--- src/rtl/freq_meas_scheduler.sv ---
// Round-robin equal-precision frequency meter: one shared period-counting datapath
// serves two asynchronous square-wave channels, results leave on valid/ready.
//
// state   | meaning
// --------+----------------------------------------------------------------
// S_IDLE  | waiting for enable with a non-empty channel mask
// S_SELECT| pick next channel round-robin, preload timer, clear counters
// S_ARM   | waiting for the start edge of the selected channel
// S_COUNT | counting pll_clk ticks across N_CYCLES input periods
// S_DONE  | result held on res_* until the consumer accepts it
module freq_meas_scheduler #(
    parameter int N_CYCLES    = 16,
    parameter int TIMEOUT_CYC = 20_000_000,
    parameter int CNT_W       = 32
) (
    input  logic             pll_clk,
    input  logic             sys_rst_n,
    input  logic             enable,
    input  logic [1:0]       ch_mask,
    input  logic [1:0]       wave_in,
    output logic             res_valid,
    input  logic             res_ready,
    output logic             res_ch,
    output logic [CNT_W-1:0] res_ticks,
    output logic [15:0]      res_periods,
    output logic             res_timeout,
    output logic             busy
);

    if (N_CYCLES < 2 || N_CYCLES > 65535) begin : g_bad_n_cycles
        $error("freq_meas_scheduler: N_CYCLES must be in 2..65535");
    end
    if (TIMEOUT_CYC < 1 || (CNT_W < 32 && longint'(TIMEOUT_CYC) >= (longint'(1) << CNT_W)))
    begin : g_bad_timeout
        $error("freq_meas_scheduler: TIMEOUT_CYC must be >= 1 and < 2**CNT_W");
    end

    localparam logic [CNT_W-1:0] LP_TO_LAST = CNT_W'(TIMEOUT_CYC - 1);
    localparam logic [15:0]      LP_N       = 16'(N_CYCLES);

    typedef enum logic [2:0] {
        S_IDLE,
        S_SELECT,
        S_ARM,
        S_COUNT,
        S_DONE
    } state_t;

    state_t           r_state;
    logic [1:0]       r_sync1;
    logic [1:0]       r_sync2;
    logic [1:0]       r_dly;
    logic             r_cur_ch;
    logic             r_last_ch;
    logic [CNT_W-1:0] r_timer;
    logic [CNT_W-1:0] r_tick;
    logic [15:0]      r_periods;
    logic             r_res_valid;
    logic             r_res_ch;
    logic [CNT_W-1:0] r_res_ticks;
    logic [15:0]      r_res_periods;
    logic             r_res_timeout;
    logic             r_busy;

    logic [1:0] w_rise;
    logic       w_rise_cur;
    logic       w_go;
    logic       w_nxt_ch;
    logic       w_to_hit;
    logic       w_final;

    assign w_rise     = r_sync2 & ~r_dly;
    assign w_rise_cur = w_rise[r_cur_ch];
    assign w_go       = enable & (|ch_mask);
    assign w_nxt_ch   = ch_mask[~r_last_ch] ? ~r_last_ch : r_last_ch;
    // Timer counts down from TIMEOUT_CYC-1; terminal count at zero is the timeout cycle.
    assign w_to_hit   = (r_timer == '0);
    assign w_final    = w_rise_cur && (r_periods == LP_N - 16'd1);

    always_ff @(posedge pll_clk or negedge sys_rst_n) begin
        if (!sys_rst_n) begin
            r_state       <= S_IDLE;
            r_sync1       <= '0;
            r_sync2       <= '0;
            r_dly         <= '0;
            r_cur_ch      <= 1'b0;
            r_last_ch     <= 1'b1;
            r_timer       <= '0;
            r_tick        <= '0;
            r_periods     <= '0;
            r_res_valid   <= 1'b0;
            r_res_ch      <= 1'b0;
            r_res_ticks   <= '0;
            r_res_periods <= '0;
            r_res_timeout <= 1'b0;
            r_busy        <= 1'b0;
        end else begin
            r_sync1 <= wave_in;
            r_sync2 <= r_sync1;
            r_dly   <= r_sync2;

            case (r_state)
                S_IDLE: begin
                    if (w_go) r_state <= S_SELECT;
                end
                S_SELECT: begin
                    if (!w_go) begin
                        r_state <= S_IDLE;
                    end else begin
                        r_cur_ch  <= w_nxt_ch;
                        r_last_ch <= w_nxt_ch;
                        r_timer   <= LP_TO_LAST;
                        r_tick    <= '0;
                        r_periods <= '0;
                        r_busy    <= 1'b1;
                        r_state   <= S_ARM;
                    end
                end
                S_ARM, S_COUNT: begin
                    if (!enable) begin
                        r_timer   <= '0;
                        r_tick    <= '0;
                        r_periods <= '0;
                        r_busy    <= 1'b0;
                        r_state   <= S_IDLE;
                    end else if (r_state == S_COUNT && w_final) begin
                        // tick was zeroed the cycle after the start edge, hence +1
                        r_res_ticks   <= r_tick + CNT_W'(1);
                        r_res_periods <= LP_N;
                        r_res_timeout <= 1'b0;
                        r_res_ch      <= r_cur_ch;
                        r_res_valid   <= 1'b1;
                        r_busy        <= 1'b0;
                        r_state       <= S_DONE;
                    end else if (w_to_hit) begin
                        r_res_ticks   <= '0;
                        r_res_periods <= r_periods;
                        r_res_timeout <= 1'b1;
                        r_res_ch      <= r_cur_ch;
                        r_res_valid   <= 1'b1;
                        r_busy        <= 1'b0;
                        r_state       <= S_DONE;
                    end else begin
                        r_timer <= r_timer - CNT_W'(1);
                        if (r_state == S_ARM) begin
                            if (w_rise_cur) begin
                                r_tick    <= '0;
                                r_periods <= '0;
                                r_state   <= S_COUNT;
                            end
                        end else begin
                            r_tick <= r_tick + CNT_W'(1);
                            if (w_rise_cur) r_periods <= r_periods + 16'd1;
                        end
                    end
                end
                S_DONE: begin
                    if (r_res_valid && res_ready) begin
                        r_res_valid <= 1'b0;
                        r_state     <= w_go ? S_SELECT : S_IDLE;
                    end
                end
                default: begin
                    r_busy  <= 1'b0;
                    r_state <= S_IDLE;
                end
            endcase
        end
    end

    assign res_valid   = r_res_valid;
    assign res_ch      = r_res_ch;
    assign res_ticks   = r_res_ticks;
    assign res_periods = r_res_periods;
    assign res_timeout = r_res_timeout;
    assign busy        = r_busy;

endmodule

--- config.mk ---
export PLATFORM = sky130hd
export DESIGN_NAME = freq_meas_scheduler
export DESIGN_NICKNAME = d
export VERILOG_FILES = /design/src/rtl/freq_meas_scheduler.sv
export SDC_FILE = /design/constraint.sdc
export NUM_CORES = 1
export LEC_CHECK = 0
export CORE_MARGIN = 2
export CORE_UTILIZATION = 55
export DETAILED_ROUTE_END_ITERATION = 10
export PLACE_DENSITY = 0.76
export SLEW_MARGIN = 20
export SYNTH_ARGS = -nofsm -noshare
export SYNTH_HDL_FRONTEND = slang
export SYNTH_SLANG_ARGS = --single-unit
export TNS_END_PERCENT = 100
--- constraint.sdc ---
create_clock -name pll_clk -period 6.65 [get_ports pll_clk]
set_input_delay 1.6625 -clock pll_clk [delete_from_list [all_inputs] [get_ports pll_clk]]
set_output_delay 1.6625 -clock pll_clk [all_outputs]
set_load 0.005 [all_outputs]
=== Yosys cells after proc, flatten, opt, wreduce, memory -nomap -nowiden ===
Index checks and enable logic that the tools add are counted.

* Memories: 0
* Bits in latches: 0
* RAM bits: 0
* Memory bits (read-only): 0
* Register bits: 143
* Input port bits: 8
* Word-level logic and storage cells: 113

* Divide/modulo/power cells: 0
* Mux-type cells: 52
* Multiply operators: 0
* Reductions and logical operators: 19
* $add $sub $neg: 3
* Equal/unequal tests: 17
* Magnitude comparators: 2
* Shift-type cells: 0
* Bitwise operators: 5

{| class="wikitable"
|+ Operators by type and width
! cell !! count
|-
| 2-to-1 mux 32 bit || 12
|-
| 2-to-1 mux 16 bit || 9
|-
| case mux 32 bit (2 select lines) || 2
|-
| adder 32 x 1 -> 32 bit (second input constant) || 1
|-
| zero test 32 bit || 1
|-
| case mux 16 bit (2 select lines) || 1
|-
| subtractor 32 x 1 -> 32 bit (second input constant) || 1
|-
| 2-to-1 mux 3 bit || 7
|-
| 2-to-1 mux 1 bit || 17
|-
| adder 16 x 1 -> 16 bit (second input constant) || 1
|-
| equality test 16 x 4 -> 1 bit (second input constant) || 1
|-
| != test 3 bit (second input constant) || 4
|-
| case mux 3 bit (4 select lines) || 1
|-
| AND reduction 4 bit || 3
|-
| != test 5 bit (second input constant) || 2
|-
| AND reduction 5 bit || 2
|-
| != test 2 bit (second input constant) || 4
|-
| != test 4 bit (second input constant) || 2
|-
| equality test 3 x 2 -> 1 bit (second input constant) || 2
|-
| AND reduction 3 bit || 2
|-
| nonzero test 2 bit || 3
|-
| OR reduction 2 bit || 3
|-
| less-than comparator 1 x 2 -> 1 bit (second input constant) || 2
|-
| equality test 3 x 1 -> 1 bit (second input constant) || 1
|-
| other kinds (11) || 14
|}

=== Longest topological paths before layout ===
Gate-level depths: netlist (run 1).

* Word-level depth: 10
* Depth in mapped cells: 9
* Gate-level depth less buffers: 7

=== Worst setup path after synthesis (run 1) ===
Ideal clock, no wire load.

* Path type: input-to-reg
* Start: in enable
* End: reg r_tick[26]
* Cell stages on the path: 7
* Required time: 6.568 ns
* Arrival: 3.200 ns
* Setup slack: 3.367 ns
* Setup time: 0.082 ns
* Cells stage by stage: buf_2 > inv_1 > clkbuf_1 > nor3_1 > clkbuf_1 > a211oi_1 > o22ai_1

* Cells in the longest elaborated chain, start to end: 3
* Elaborated cells on any way between the ends: 8
* Classes of those cells: eq/ne (4); mux (2); bitwise (1); reduce/logical (1)

{| class="wikitable"
|+ RTL lines
! item !! RTL line !! source
|-
| from (decl) || 18 || <nowiki>input logic enable,</nowiki>
|-
| bitwise AND 1 bit || 74 || <nowiki>assign w_go = enable & (|ch_mask);</nowiki>
|-
| != test 2 bit (no source line) || -- ||
|-
| AND reduction 5 bit (no source line) || -- ||
|-
| to (signal assigned) || 152 || <nowiki>r_tick <= r_tick + CNT_W'(1);</nowiki>
|-
| to (decl) || 56 || <nowiki>logic [CNT_W-1:0] r_tick;</nowiki>
|}

Several ways; a longest one is shown, not always the timed one.
A chain may end at the register's enable or synchronous reset.

=== Worst setup path after layout (run 1) ===
* Start: in enable
* End: reg r_tick[6]

The elaborated chain is that of the path after synthesis.

==> out/qor.csv, run 1 <==
stage;metric;value;unit
detailed_routing;drcViolationCount;0;
yosys;yosys-top-cells-count;142 x dfrtp_1, 49 x a22o_1, 49 x o31ai_1, 43 x nand2_1, 39 x nand3_1;
yosys;ys_seq_area_frac;0.468;
final_layout;fill_cells;1105;
setup_path;critical_path_class;in -> reg;
power;switching_share;0.286;
setup_path;crit_fanout;21;
flow_run;cap_violations;0;
setup_path;crit_path_start;enable;
detailed_routing;antenna_left;0;
floorplan;fp.dieH;122;um
setup_path;max_stage_delay;990;ps
cts;tritoncts;yes;
place;place_inst;954;
cts;clock_sinks;143;
place;numPortBuffers;59;
grt;track_usage;0.271;
timing;final_max_slew_viol_count;0;
grt;grt_start_max_net_pins;86;
power;leakage;3.60;nW
final_layout;final_cell_area;8850;sq um
final_layout;drive_gt1_frac;0.0955;
final_layout;final_util;0.645;
yosys;avgSynthCellArea;10.1;sq um
floorplan;fp.coreArea;13700;sq um
timing;fin_crit;5070;ps
final_layout;final_nets;805;
power;switchingPower;0.646;mW
yosys;yosys.area.top_type;dfrtp_1;
timing;max-slew-margin-rel;0.236;
yosys;async_flop_share;1.00;
setup_path;r2r_cells;4;
power;clockPowerShare;0.417;
yosys;synth-edff-count;0;
cts;htreeDepth;4;
grt;grt_overflow;0;
yosys;ys_seq_elements;143;
status;outcome;finished, final reports clean;
floorplan;die_x;122;um
timing;fin_setup_tns;0;ps
cts;cts_root_buffer;clkbuf_16;
min_path;hold_depth;0;
cts;hold_buffers;0;
final_layout;syn_to_final_growth;15.7;%
yosys;synth_fp_nets;771;
setup_path;ff2ff_setup_slack;3410;ps
timing;worst_pin_slew;1140;ps
detailed_routing;drt_pass1_iterations;6;
timing;clock.fmax;197;MHz
min_path;hold_start;r_sync1[0];
timing;skew;6.86;ps
setup_path;r2r_end;r_tick[6];
setup_path;cp-start-kind;input pin;
floorplan;die-area;14900;sq um
yosys;synth_area;7650;sq um
timing;setup_viol;0;
place;gp_congestion;0.938;
cts;insertion_delay;430;ps
detailed_routing;drt_iter0_markers;635;
floorplan;num_rows;43;
cts;clkTransAtPathRegs;60;ps
cts;cts_buffer_depth;2;
cts;cts_resized;0;
setup_path;reg2reg_from;r_state[2];
power;pwr_density_cell;255;nW/um^2
final_layout;antennaDiodeCount;0;
floorplan;ioPinCount;60;
setup_path;endpoint_kind;flip-flop;
min_path;holdCritPathClass;reg -> reg;
grt;grt_first_pass_wirelength;31700;um
final_layout;layout.cells.non_filler;986;
setup_path;path_cells;clkdlybuf4s50_1 -> nand4b_1 -> a21oi_1 -> nand2_1 -> o31ai_1;
detailed_routing;detail_route.wl_per_cell;19.5;um
yosys;synth.distinct_cells;67;
power;power_frac_seq;0.445;
yosys;synth_top_area_frac;0.465;
yosys;yosysWarnings;0;
grt;antenna_found_initial;0;
place;placed_cell_area;8260;sq um
setup_path;slowest_stage;clkdlybuf4s50_1;
power;p_comb_frac;0.138;
detailed_routing;finalWirelength;19200;um
floorplan;start_util;0.558;
detailed_routing;vias_per_cell;6.67;
cts;cts_setup_buffers;0;
setup_path;critPathArrivalTime;5380;ps
setup_path;cp.required;6960;ps
place;dp_hpwl;12700;um
power;internal-power;1.61;mW
timing;hold_viol_final;0;
yosys;synth.most_common_cell;dfrtp_1;
min_path;worstHoldEndpoint;r_sync2[0];
yosys;ys.flop_type;dfrtp_1;
grt;first_global_vias;6369;
timing;hold_slack;348;ps
timing;finalCritPeriodShare;0.762;
detailed_routing;vias;6581;
yosys;synth_cells;759;
timing;rsz0062_at_grt;false;
power;vdd_drop_max;0.188;mV
cts;numCtsBuffers;17;
yosys;synthTopCellsByArea;dfrtp_1 46%, a22o_1 5.6%, o31ai_1 4.8%;
-- cell families (layout without fill, tap and decap cells) --
| family | Yosys count | after routing | synth area share |
|---|---|---|---|
| compound gates | 241 | 241 | 0.230 |
| buf+inv | 73 | 120 | 0.0471 |
| flops | 143 | 143 | 0.468 |
| simple gates | 256 | 256 | 0.197 |
| mux | 12 | 12 | 0.0164 |
| fa+ha+maj | 4 | 4 | 0.00654 |
| xor+xnor | 30 | 30 | 0.0344 |
-- sequential cells by signal, summed over array words and instances, names as in the netlist --
signal and cells:
r_tick 32, r_timer 32, res_ticks 32, r_periods 16, res_periods 16, r_state 3
r_dly 2, r_sync1 2, r_sync2 2, busy 1, r_cur_ch 1, r_last_ch 1
res_ch 1, res_timeout 1, res_valid 1
-- power groups by stage --
stage | clock [mW] | combinational, mW | sequential, mW
3_3_place_gp | 0 | 0.294 | 1.01
3_5_place_dp | 0 | 0.305 | 1.02
4_1_cts | 0.955 | 0.308 | 1.00
5_1_grt | 0.995 | 0.343 | 1.02
6_report | 0.943 | 0.311 | 1.01
2_1_floorplan | 0 | 0.236 | 0.987
-- stage by stage --
stage               power [mW]  worst slack (ps)
global placement          1.31              1470
detailed placement        1.32              1290
floorplan                 1.22              3370
CTS                       2.27              1760
finish                    2.26              1580
global route              2.35              1380
-- area by class of cell --
class	count	area [sq um]	area share
clock buffer	22	474	0.0536
inverter	19	71.3	0.00806
multi-input combinational	543	3720	0.421
timing repair buffer	69	667	0.0753
tap	180	225	0.0254
clock inverter	10	111	0.0126
sequential	143	3580	0.404
-- critical path, delay by kind of cell --
| kind | cells | cell delay, ps |
|---|---|---|
| buffers and inverters | 1 | 990 |
| AND/OR/NAND/NOR | 2 | 1440 |
| AO/OA/AOI/OAI | 2 | 1280 |
-- layout by cell type (no fill, tap or decap), drive strengths merged, types with 13 or more instances in the layout --
cell / synthesis / layout
nor2: 29 / 29
nor3: 25 / 25
o31ai: 49 / 49
or4: 18 / 18
nand4: 21 / 21
xnor2: 23 / 23
o21ai: 36 / 36
inv: 19 / 19
and3: 13 / 13
dfrtp: 142 / 142
nor4: 21 / 21
nand2: 43 / 43
clkdlybuf4s50: 0 / 58
nand3: 40 / 40
clkbuf: 26 / 22
a21oi: 29 / 29
a31oi: 13 / 13
a22o: 49 / 49
-- per-layer routing --
metal,track usage,part of all wire
met1,0.384,0.45
met2,0.402,0.46
met3,0.0618,0.067
met4,0.113,0.020
met5,0,0
-- worst max path at each step --
stage,endpoint
3_3_place_gp,r_tick[22]
4_1_cts,r_tick[20]
5_1_grt,r_tick[22]
3_5_place_dp,r_tick[20]
2_1_floorplan,r_tick[26]
6_report,r_tick[6]
Power figures use the tool's default switching activity.
==> run 2, diff against run 1 <==
Clock period 6.65 ns to 5 ns, I/O delays scaled along.
==> out/qor.csv, run 2 (synthesized netlist as in run 1, its figures left out) <==
stage;metric;value;unit;change
place;place_ws;1060;ps;was 1290 ps
grt;antenna_found_initial;0;;unchanged
grt;grt_start_max_net_pins;81;;was 86
cts;cts_setup_buffers;0;;unchanged
power;leakage;3.64;nW;was 3.60 nW
detailed_routing;drcViolationCount;0;;unchanged
setup_path;crit_fanout;30;;was 21
timing;skew;7.22;ps;was 6.86 ps
final_layout;final_util;0.652;;was 0.645
cts;cts_buffer_depth;2;;unchanged
detailed_routing;vias_per_cell;6.64;;was 6.67
detailed_routing;antenna_left;0;;unchanged
floorplan;num_rows;43;;unchanged
min_path;hold_depth;0;;unchanged
timing;setup_viol;0;;unchanged
cts;hold_buffers;0;;unchanged
final_layout;fill_cells;1072;;was 1,105
place;gp_congestion;0.895;;was 0.938
setup_path;critical_path_class;in -> reg;;unchanged
cts;htreeDepth;4;;unchanged
final_layout;antennaDiodeCount;0;;unchanged
timing;finalCritPeriodShare;0.710;;
detailed_routing;finalWirelength;19500;um;was 19,200 um
timing;worst_slack;1450;ps;was 1580 ps
grt;first_global_vias;6095;;was 6,369
cts;tritoncts;yes;;unchanged
place;placed_cell_area;8320;sq um;was 8260 sq um
timing;rsz0062_at_grt;false;;unchanged
cts;clkTransAtPathRegs;60;ps;about the same
min_path;holdCritPathClass;reg -> reg;;unchanged
min_path;hold_start;r_sync1[0];;unchanged
cts;cts_root_buffer;clkbuf_16;;unchanged
cts;clock_sinks;143;;unchanged
grt;grt_overflow;0;;unchanged
detailed_routing;drt_iter0_markers;673;;was 635
timing;hold_slack;356;ps;was 348 ps
power;vdd_drop_max;0.228;mV;was 0.188 mV
setup_path;path_cells;clkdlybuf4s50_1 -> buf_4 -> inv_1 -> nor2_2 -> and4_2 -> nor2_1 -> mux2_1;;was clkdlybuf4s50_1 -> nand4b_1 -> a21oi_1 -> nand2_1 -> o31ai_1
floorplan;die_x;122;um;unchanged
grt;track_usage;0.270;;was 0.271
final_layout;final_cell_mix;142 x dfrtp_1, 58 x clkdlybuf4s50_1, 49 x a22o_1, 49 x o31ai_1, 43 x nand2_1;;unchanged
cts;cts_resized;0;;unchanged
timing;fin_setup_tns;0;ps;unchanged
setup_path;critPathArrivalTime;3860;ps;was 5380 ps
detailed_routing;detail_route.wl_per_cell;19.6;um;was 19.5 um
final_layout;drive_gt1_frac;0.102;;was 0.0955
floorplan;start_util;0.558;;unchanged
timing;fin_crit;3550;ps;
setup_path;cp-start-kind;input pin;;unchanged
detailed_routing;drt_pass1_iterations;5;;was 6
final_layout;final_cell_area;8940;sq um;was 8850 sq um
setup_path;cp.required;5310;ps;was 6960 ps
setup_path;max_stage_delay;700;ps;was 990 ps
setup_path;reg2reg_from;r_timer[9];;was r_state[2]
timing;clock.fmax;282;MHz;
flow_run;cap_violations;0;;unchanged
status;outcome;finished, final reports clean;;unchanged
min_path;worstHoldEndpoint;r_sync2[0];;unchanged
grt;grt_first_pass_wirelength;31500;um;was 31,700 um
cts;insertion_delay;430;ps;about the same
timing;final_max_slew_viol_count;0;;unchanged
setup_path;r2r_cells;6;;was 4
final_layout;layout_commonest_cell;dfrtp_1;;unchanged
setup_path;r2r_end;res_ticks[25];;was r_tick[6]
power;pwr_density_cell;347;nW/um^2;was 255 nW/um^2
place;dp_hpwl;13000;um;was 12,700 um
place;numPortBuffers;59;;unchanged
setup_path;crit_buf_inv;3;;was 1
detailed_routing;vias;6585;;was 6,581
timing;max-slew-margin-rel;0.329;;was 0.236
cts;numCtsBuffers;17;;unchanged
setup_path;endpoint_kind;flip-flop;;unchanged
timing;hold_viol_final;0;;unchanged
floorplan;fp.dieH;122;um;unchanged
setup_path;slowest_stage;and4_2;;was clkdlybuf4s50_1
floorplan;die-area;14900;sq um;unchanged
setup_path;ff2ff_setup_slack;1770;ps;was 3410 ps
final_layout;final_nets;811;;was 805
setup_path;critPathTopFamily;simple AND/OR/NAND/NOR gates;;unchanged
timing;worst_pin_slew;999;ps;was 1140 ps
final_layout;syn_to_final_growth;16.9;%;was 15.7%
floorplan;ioPinCount;60;;unchanged
floorplan;fp.coreArea;13700;sq um;unchanged
run 2: cell types whose count changed in the layout (fill, tap and decap cells not counted), sizes merged:
cell	previous run	this run
inv	19	20
bufinv	2	4
buf	11	17
clkbuf	22	19
run 2: worst max path at each step:
stage,startpoint,end,depth (start not counted)
floorplan,enable,r_tick[26],7
global placement,enable,r_timer[1],7
detailed placement,enable,r_timer[1],7
CTS,enable,r_timer[1],7
global route,enable,r_timer[1],7
finish,enable,r_timer[1],7
run 2: metal layers:
metal / vias to the layer above / wire length (um) / global-route usage
met5: - / 0 / 0
met4: 0 / 287 / 0.0948
met3: 24 / 1290 / 0.0468
met2: 304 / 9120 / 0.418
met1: 3235 / 8760 / 0.384
li1: 3022 / - / -
run 2: worst register-to-register path, cell delays in order, from the launching register on:
cell and delay, ps:
dfrtp_1 410, or3_1 520, nor4_2 510, and4_1 770, o21ai_4 290, buf_4 340
a22o_1 280
run 2: report_power, final:
part | total [mW] | switching (mW) | leakage (nW) | internal [mW]
logic | 0.420 | 0.270 | 1.43 | 0.149
registers | 1.34 | 0.110 | 1.92 | 1.23
clock network | 1.34 | 0.508 | 0.294 | 0.836
run 2: area by class of cell:
cell class / count / area [sq um] / share of cell area
Clock buffer: 19 / 433 / 0.0484
Timing Repair Buffer: 75 / 724 / 0.0810
Sequential cell: 143 / 3580 / 0.400
Multi-Input combinational cell: 543 / 3720 / 0.416
Tap cell: 180 / 225 / 0.0252
Inverter: 19 / 71.3 / 0.00797
Clock inverter: 13 / 188 / 0.0210
run 2: stage by stage:
step | cells | power [mW]
final | 992 | 3.10
after global routing | 992 | 3.22
after CTS | 992 | 3.11
after detailed placement | 960 | 1.77
after global placement | 960 | 1.76
after floorplan | 759 | 1.63
